$ cat src/rtl/motor_cmd_scheduler.sv
// Per-axis motion command scheduler: a 2-deep command queue plus a load/run FSM per
// motor_ctrl step generator, with limit-switch abort and generator start timeout.
module motor_cmd_scheduler #(
   parameter int NUM_MOTORS = 10,
   parameter int DIV_W      = 16,
   parameter int STEP_W     = 11,
   parameter int START_TO   = 255
) (
   input  logic                         CLOCK_25,
   input  logic                         reset_n,
   input  logic                         cmd_valid,
   output logic                         cmd_ready,
   input  logic [3:0]                   cmd_motor,
   input  logic [DIV_W-1:0]             cmd_divider,
   input  logic [STEP_W-1:0]            cmd_steps,
   input  logic                         cmd_dir,
   input  logic                         cmd_stop_on_term,
   input  logic [NUM_MOTORS-1:0]        term_n,
   input  logic [NUM_MOTORS-1:0]        mr_active,
   output logic [NUM_MOTORS-1:0]        mr_reset,
   output logic [NUM_MOTORS*DIV_W-1:0]  mr_divider,
   output logic [NUM_MOTORS*STEP_W-1:0] mr_steps,
   output logic [NUM_MOTORS-1:0]        mr_dir,
   output logic [NUM_MOTORS-1:0]        axis_busy,
   output logic [NUM_MOTORS-1:0]        axis_full,
   output logic [NUM_MOTORS-1:0]        abort_pulse,
   output logic                         err_pulse
);
   localparam int EW = DIV_W + STEP_W + 2;
   localparam int TW = $clog2(START_TO + 1);

   typedef enum logic [1:0] {S_IDLE, S_LOAD, S_RUN, S_DONE} state_t;

   logic                  r_live;
   logic                  r_err;
   logic [NUM_MOTORS-1:0] r_term_s1;
   logic [NUM_MOTORS-1:0] r_term_s2;
   logic [NUM_MOTORS-1:0] w_push;
   logic [NUM_MOTORS-1:0] w_tmo_err;
   logic                  w_bad_idx;
   logic                  w_sel_full;
   logic                  w_accept;
   logic [EW-1:0]         w_cmd_entry;

   assign w_cmd_entry = {cmd_divider, cmd_steps, cmd_dir, cmd_stop_on_term};
   assign w_bad_idx   = ({1'b0, cmd_motor} >= 5'(NUM_MOTORS));

   always_comb begin
      w_sel_full = 1'b0;
      for (int i = 0; i < NUM_MOTORS; i++) begin
         if (cmd_motor == 4'(i)) w_sel_full = axis_full[i];
      end
   end

   // r_live keeps cmd_ready low while reset is held so every output reads 0.
   assign cmd_ready = r_live && (w_bad_idx || !w_sel_full);
   assign w_accept  = cmd_valid && cmd_ready;
   assign err_pulse = r_err;

   always_ff @(posedge CLOCK_25 or negedge reset_n) begin
      if (!reset_n) begin
         r_live    <= 1'b0;
         r_err     <= 1'b0;
         r_term_s1 <= '1;
         r_term_s2 <= '1;
      end else begin
         r_live    <= 1'b1;
         r_err     <= (w_accept && w_bad_idx) || (|w_tmo_err);
         r_term_s1 <= term_n;
         r_term_s2 <= r_term_s1;
      end
   end

   for (genvar g = 0; g < NUM_MOTORS; g++) begin : g_axis
      state_t            r_state;
      state_t            w_next;
      logic [EW-1:0]     r_q0;
      logic [EW-1:0]     r_q1;
      logic [1:0]        r_cnt;
      logic [TW-1:0]     r_tmo;
      logic              r_act_d;
      logic [DIV_W-1:0]  r_div;
      logic [STEP_W-1:0] r_steps;
      logic              r_dir;
      logic              r_rst;
      logic              r_abort;
      logic              w_pop;
      logic              w_flush;
      logic              w_load;
      logic              w_clear;
      logic              w_abort;
      logic              w_tmo;
      logic [STEP_W-1:0] w_head_steps;
      logic              w_head_stop;

      assign w_head_steps = r_q0[STEP_W+1:2];
      assign w_head_stop  = r_q0[0];
      assign w_push[g]    = w_accept && !w_bad_idx && (cmd_motor == 4'(g));
      assign w_tmo_err[g] = w_tmo;

      // Abort is tested before the active fall so a limit hit always flushes the queue.
      always_comb begin
         w_next  = r_state;
         w_pop   = 1'b0;
         w_flush = 1'b0;
         w_load  = 1'b0;
         w_clear = 1'b0;
         w_abort = 1'b0;
         w_tmo   = 1'b0;
         case (r_state)
            S_IDLE: begin
               if (r_cnt != 2'd0) begin
                  if (w_head_steps == '0) begin
                     w_pop = 1'b1;
                  end else begin
                     w_load = 1'b1;
                     w_next = S_LOAD;
                  end
               end
            end
            S_LOAD: begin
               if (mr_active[g]) begin
                  w_next = S_RUN;
               end else if (r_tmo == TW'(START_TO - 1)) begin
                  w_tmo   = 1'b1;
                  w_pop   = 1'b1;
                  w_clear = 1'b1;
                  w_next  = S_IDLE;
               end
            end
            S_RUN: begin
               if (w_head_stop && !r_term_s2[g]) begin
                  w_abort = 1'b1;
                  w_flush = 1'b1;
                  w_clear = 1'b1;
                  w_next  = S_DONE;
               end else if (r_act_d && !mr_active[g]) begin
                  w_pop   = 1'b1;
                  w_clear = 1'b1;
                  w_next  = S_DONE;
               end
            end
            S_DONE:  w_next = S_IDLE;
            default: w_next = S_IDLE;
         endcase
      end

      always_ff @(posedge CLOCK_25 or negedge reset_n) begin
         if (!reset_n) begin
            r_state <= S_IDLE;
            r_q0    <= '0;
            r_q1    <= '0;
            r_cnt   <= 2'd0;
            r_tmo   <= '0;
            r_act_d <= 1'b0;
            r_div   <= '0;
            r_steps <= '0;
            r_dir   <= 1'b0;
            r_rst   <= 1'b0;
            r_abort <= 1'b0;
         end else begin
            r_state <= w_next;
            r_act_d <= mr_active[g];
            r_rst   <= w_abort;
            r_abort <= w_abort;
            if (w_load) begin
               r_div   <= r_q0[EW-1 -: DIV_W];
               r_steps <= w_head_steps;
               r_dir   <= r_q0[1];
               r_tmo   <= '0;
            end else begin
               if (w_clear) r_steps <= '0;
               if (r_state == S_LOAD) r_tmo <= r_tmo + TW'(1);
            end
            // A push landing on a flush survives as the only entry.
            if (w_flush) begin
               r_cnt <= {1'b0, w_push[g]};
               if (w_push[g]) r_q0 <= w_cmd_entry;
            end else if (w_push[g] && w_pop) begin
               if (r_cnt == 2'd2) begin
                  r_q0 <= r_q1;
                  r_q1 <= w_cmd_entry;
               end else begin
                  r_q0 <= w_cmd_entry;
               end
            end else if (w_pop) begin
               r_q0  <= r_q1;
               r_cnt <= r_cnt - 2'd1;
            end else if (w_push[g]) begin
               if (r_cnt == 2'd0) r_q0 <= w_cmd_entry;
               else               r_q1 <= w_cmd_entry;
               r_cnt <= r_cnt + 2'd1;
            end
         end
      end

      assign mr_reset[g]                     = r_rst;
      assign abort_pulse[g]                  = r_abort;
      assign mr_divider[g*DIV_W +: DIV_W]    = r_div;
      assign mr_steps[g*STEP_W +: STEP_W]    = r_steps;
      assign mr_dir[g]                       = r_dir;
      assign axis_busy[g]                    = (r_cnt != 2'd0) || (r_state != S_IDLE);
      assign axis_full[g]                    = (r_cnt == 2'd2);
   end

endmodule

$ cat config.mk
export PLATFORM = sky130hd
export DESIGN_NAME = motor_cmd_scheduler
export DESIGN_NICKNAME = d
export VERILOG_FILES = /design/src/rtl/motor_cmd_scheduler.sv
export SDC_FILE = /design/constraint.sdc
export NUM_CORES = 2
export LEC_CHECK = 0
export BUFFER_PORTS_ARGS = -buffer_cell sky130_fd_sc_hd__buf_2
export CORE_MARGIN = 2
export CORE_UTILIZATION = 28
export CTS_CLUSTER_SIZE = 8
export DETAILED_ROUTE_END_ITERATION = 7
export GPL_ROUTABILITY_DRIVEN = 0
export GPL_TIMING_DRIVEN = 0
export PLACE_DENSITY = 0.44
export SYNTH_ARGS = -nofsm -noshare
export SYNTH_HDL_FRONTEND = slang
export SYNTH_SLANG_ARGS = --single-unit
$ cat constraint.sdc
create_clock -name CLOCK_25 -period 5.8 [get_ports CLOCK_25]
set_input_delay 0.58 -clock CLOCK_25 [delete_from_list [all_inputs] [get_ports CLOCK_25]]
set_output_delay 0.58 -clock CLOCK_25 [all_outputs]
set_load 0.005 [all_outputs]
==> flow_summary.toml <==
[status]
outcome = "finished clean"

[place]
port_buffers = 348
dpl.hpwl_um = 106200

[route]
drt-total-wl_um = 152500
wl_per_cell_um = 24.98
viasPerCell = 4.845
drt_pass1_iterations = 6
antenna_left = 0
vias = 29571
drt_iter0_drc = 1982
route.detailed.drc = 0

[sta]
setup_tns_ns = 0
fin_crit_sh_pct = 79.69
final_max_slew_viol_count = 0
hold_violations = 0
relSlewSlack_pct = 1.172
timing.final.crit_period_ns = 4.622
holdWs_ns = 0.3321
worstMarginPinSlew_ns = 1.482
rsz0062_at_grt = "false"
clock_skew_ns = 0.02735
final-setup-viol-count = 0
fmax_mhz = 216.4

[logic_synthesis]
seq_area_frac_synth_pct = 58.94
synth-edff-count = 0
ys.flop_type = "dfrtp_1"
synth_warnings = 0
syn_inst = 3453
synthArstFlopShare_pct = 100.0
ys_types = 72
synthTopCellsByArea = "dfrtp_1, mux2_2, a221o_1"
netlist_area_um2 = 43430
synth_seq_cells = 1022
avgSynthCellArea_um2 = 12.58
yosysTopAreaCell = "dfrtp_1"
postSynthNetCount = 3570
synth_top_area_share_pct = 57.73

[floorplan]
core_area_um2 = 154000
num_rows = 144
start_util_pct = 28.19
ioPinCount = 378
die_height_um = 397.8
die_w_um = 397.8
die-area_um2 = 158300

[setup_path]
startpoint_type = "flop"
endpoint_kind = "output port"
worst-setup-path-type = "reg -> out"
cp.arrival_ns = 4.04
worstPathRequired_ns = 5.22
crit_fanout = 10

[cells_and_area]
final_nets = 4098
drive_gt1_share_pct = 28.87
fillCellCount = 15304
syn2layout_area_growth_pct = 20.75

[cts]
clockBufferDepth = 3
clkLatencyLatePin_ns = 0.78
root_buffer = "clkbuf_16"
clk_pin_slew_ns = 0.06
cts_tree = "yes"
htree_num_levels = 4
numCtsBuffers = 147
postCtsSetupBuffers = 0
clock-sinks = 1022

[worst_hold_path]
min_path_type = "in -> async"

[grt]
grt_start_max_net_pins = 154
overflow = 0
grt_pass1_wl_um = 218700
grt_pass1_vias = 29716
grt_usage_pct = 19.18
antenna_found_initial = 18

[power]
peakVddDrop_mv = 0.3113
power_density_nw_per_um2 = 541.5
p_leak_nw = 25.54

[run]
drv_cap = 0
[stage by stage]
| stage | worst slack (ns) | cells | util [%] | power (mW) | instance area, µm² |
|---|---|---|---|---|---|
| after global routing | 0.9527 | 6096 | 34.03 | 30.24 | 52420 |
| after floorplan | 3.028 | 3453 | - | 16.63 | 43430 |
| after detailed placement | 1.276 | 5855 | 31.16 | 20.51 | 48000 |
| after CTS | 1.224 | 6096 | 34.03 | 28.81 | 52420 |
| final | 1.178 | 6104 | 34.04 | 28.40 | 52440 |
| after global placement | -19.93 | 5845 | 30.98 | 20.40 | 47730 |
[power breakdown]
| part | internal [mW] | switching [mW] | total [mW] |
|---|---|---|---|
| Sequential | 9.62 | 1.88 | 11.5 |
| Combinational | 4.01 | 4.82 | 8.82 |
| Clock | 4.74 | 3.34 | 8.08 |
[routing by layer]
metal | vias up | wire, µm | GRT usage, %
li1 | 13441 | - | -
met4 | 8 | 3860 | 5.946
met2 | 767 | 69960 | 29.90
met3 | 205 | 9989 | 5.044
met1 | 15150 | 68590 | 25.96
met5 | - | 57 | 0
[state kept, by name (all words and copies together), names as in the netlist, named ones only]
name	cells
g_axis.r_q0	290
g_axis.r_q1	290
g_axis.r_div	160
g_axis.r_steps	110
g_axis.r_tmo	80
g_axis.r_cnt	20
g_axis.r_abort	10
g_axis.r_act_d	10
g_axis.r_dir	10
g_axis.r_state	10
r_term_s1	10
r_term_s2	10
err_pulse	1
r_live	1
[what timing repair did]
action,CTS,global route
hold buffers,21,0
hold endpoints to repair,85,0
resized for setup,0,0
[worst paths after layout]
check / from / end / slack [ns] / cells past startpoint
max reg2reg: g_axis[3].r_cnt[0] / g_axis[5].r_q0[27] / 1.31 / 9
max: g_axis[3].r_cnt[0] / cmd_ready / 1.18 / 9
min: reset_n / g_axis[4].r_tmo[6] / 0.33 / 2
min reg2reg: r_term_s1[9] / r_term_s2[9] / 0.35 / 0
max in group asynchronous: reset_n / g_axis[3].r_q1[16] / 3.09 / 5
min in group CLOCK_25: r_term_s1[9] / r_term_s2[9] / 0.35 / 0
[cells in the final DEF, fill, tap and decap left out, types with 25 or more instances in the layout]
master / count
mux2i_1: 53
clkbuf_1: 234
nor4_1: 29
xor2_1: 45
mux2_2: 450
buf_2: 389
inv_1: 85
xnor2_1: 40
ha_1: 61
clkbuf_16: 148
nor2_1: 153
a221o_1: 146
a21oi_1: 42
nand4_1: 47
a222oi_1: 29
nor2b_1: 37
and3_1: 25
a22o_1: 110
nand3_1: 26
o21ai_0: 76
and2_1: 151
buf_4: 37
a22oi_1: 59
nand2_1: 251
o221a_2: 29
or2_2: 31
dfrtp_1: 1002
[critical path, stage by stage, from the launching register on]
cell,delay [ns]
dfrtp_1,0.32
clkbuf_1,0.31
nor2b_1,0.33
a31oi_1,0.37
clkbuf_1,0.74
nand2_1,0.13
a21oi_1,0.19
nand2_1,0.07
a21boi_0,0.56
buf_2,0.24
[cell type report]
cell class | instances | area, µm² | share of cell area [%]
Tap cell | 2044 | 2557 | 4.877
Buffer | 280 | 1292 | 2.465
Inverter | 86 | 322.8 | 0.6155
Antenna cell | 8 | 20.02 | 0.03817
Sequential cell | 1022 | 25600 | 48.81
Timing Repair Buffer | 379 | 2200 | 4.194
Multi-Input combinational cell | 2065 | 16240 | 30.96
Clock buffer | 206 | 3971 | 7.572
Clock inverter | 14 | 244.0 | 0.4652
[cell families (layout without fill, tap and decap cells)]
family | after synthesis | in the layout | synth area share [%]
fa+ha+maj | 61 | 61 | 1.757
compound gates | 564 | 564 | 10.75
mux | 513 | 513 | 13.23
buf+inv | 366 | 965 | 3.702
xor+xnor | 85 | 85 | 1.714
other cells | 1 | 9 | 0.008634
simple gates | 841 | 841 | 9.890
flops | 1022 | 1022 | 58.94
[cell usage after synthesis (all sizes together) (9+ instances only)]
master / instances
a211oi: 9
a21oi: 43
a221o: 146
a222oi: 29
a22o: 110
a22oi: 59
a31oi: 16
and2: 151
and3: 25
buf: 91
clkbuf: 189
dfrtp: 1002
dfstp: 20
ha: 61
inv: 85
mux2: 460
mux2i: 53
nand2: 251
nand2b: 14
nand3: 26
nand3b: 9
nand4: 47
nor2: 153
nor2b: 37
nor3: 20
nor4: 30
o21ai: 80
o221a: 29
or2: 31
or3: 11
or4: 10
xnor2: 40
xor2: 45
Power figures use the tool's default switching activity.
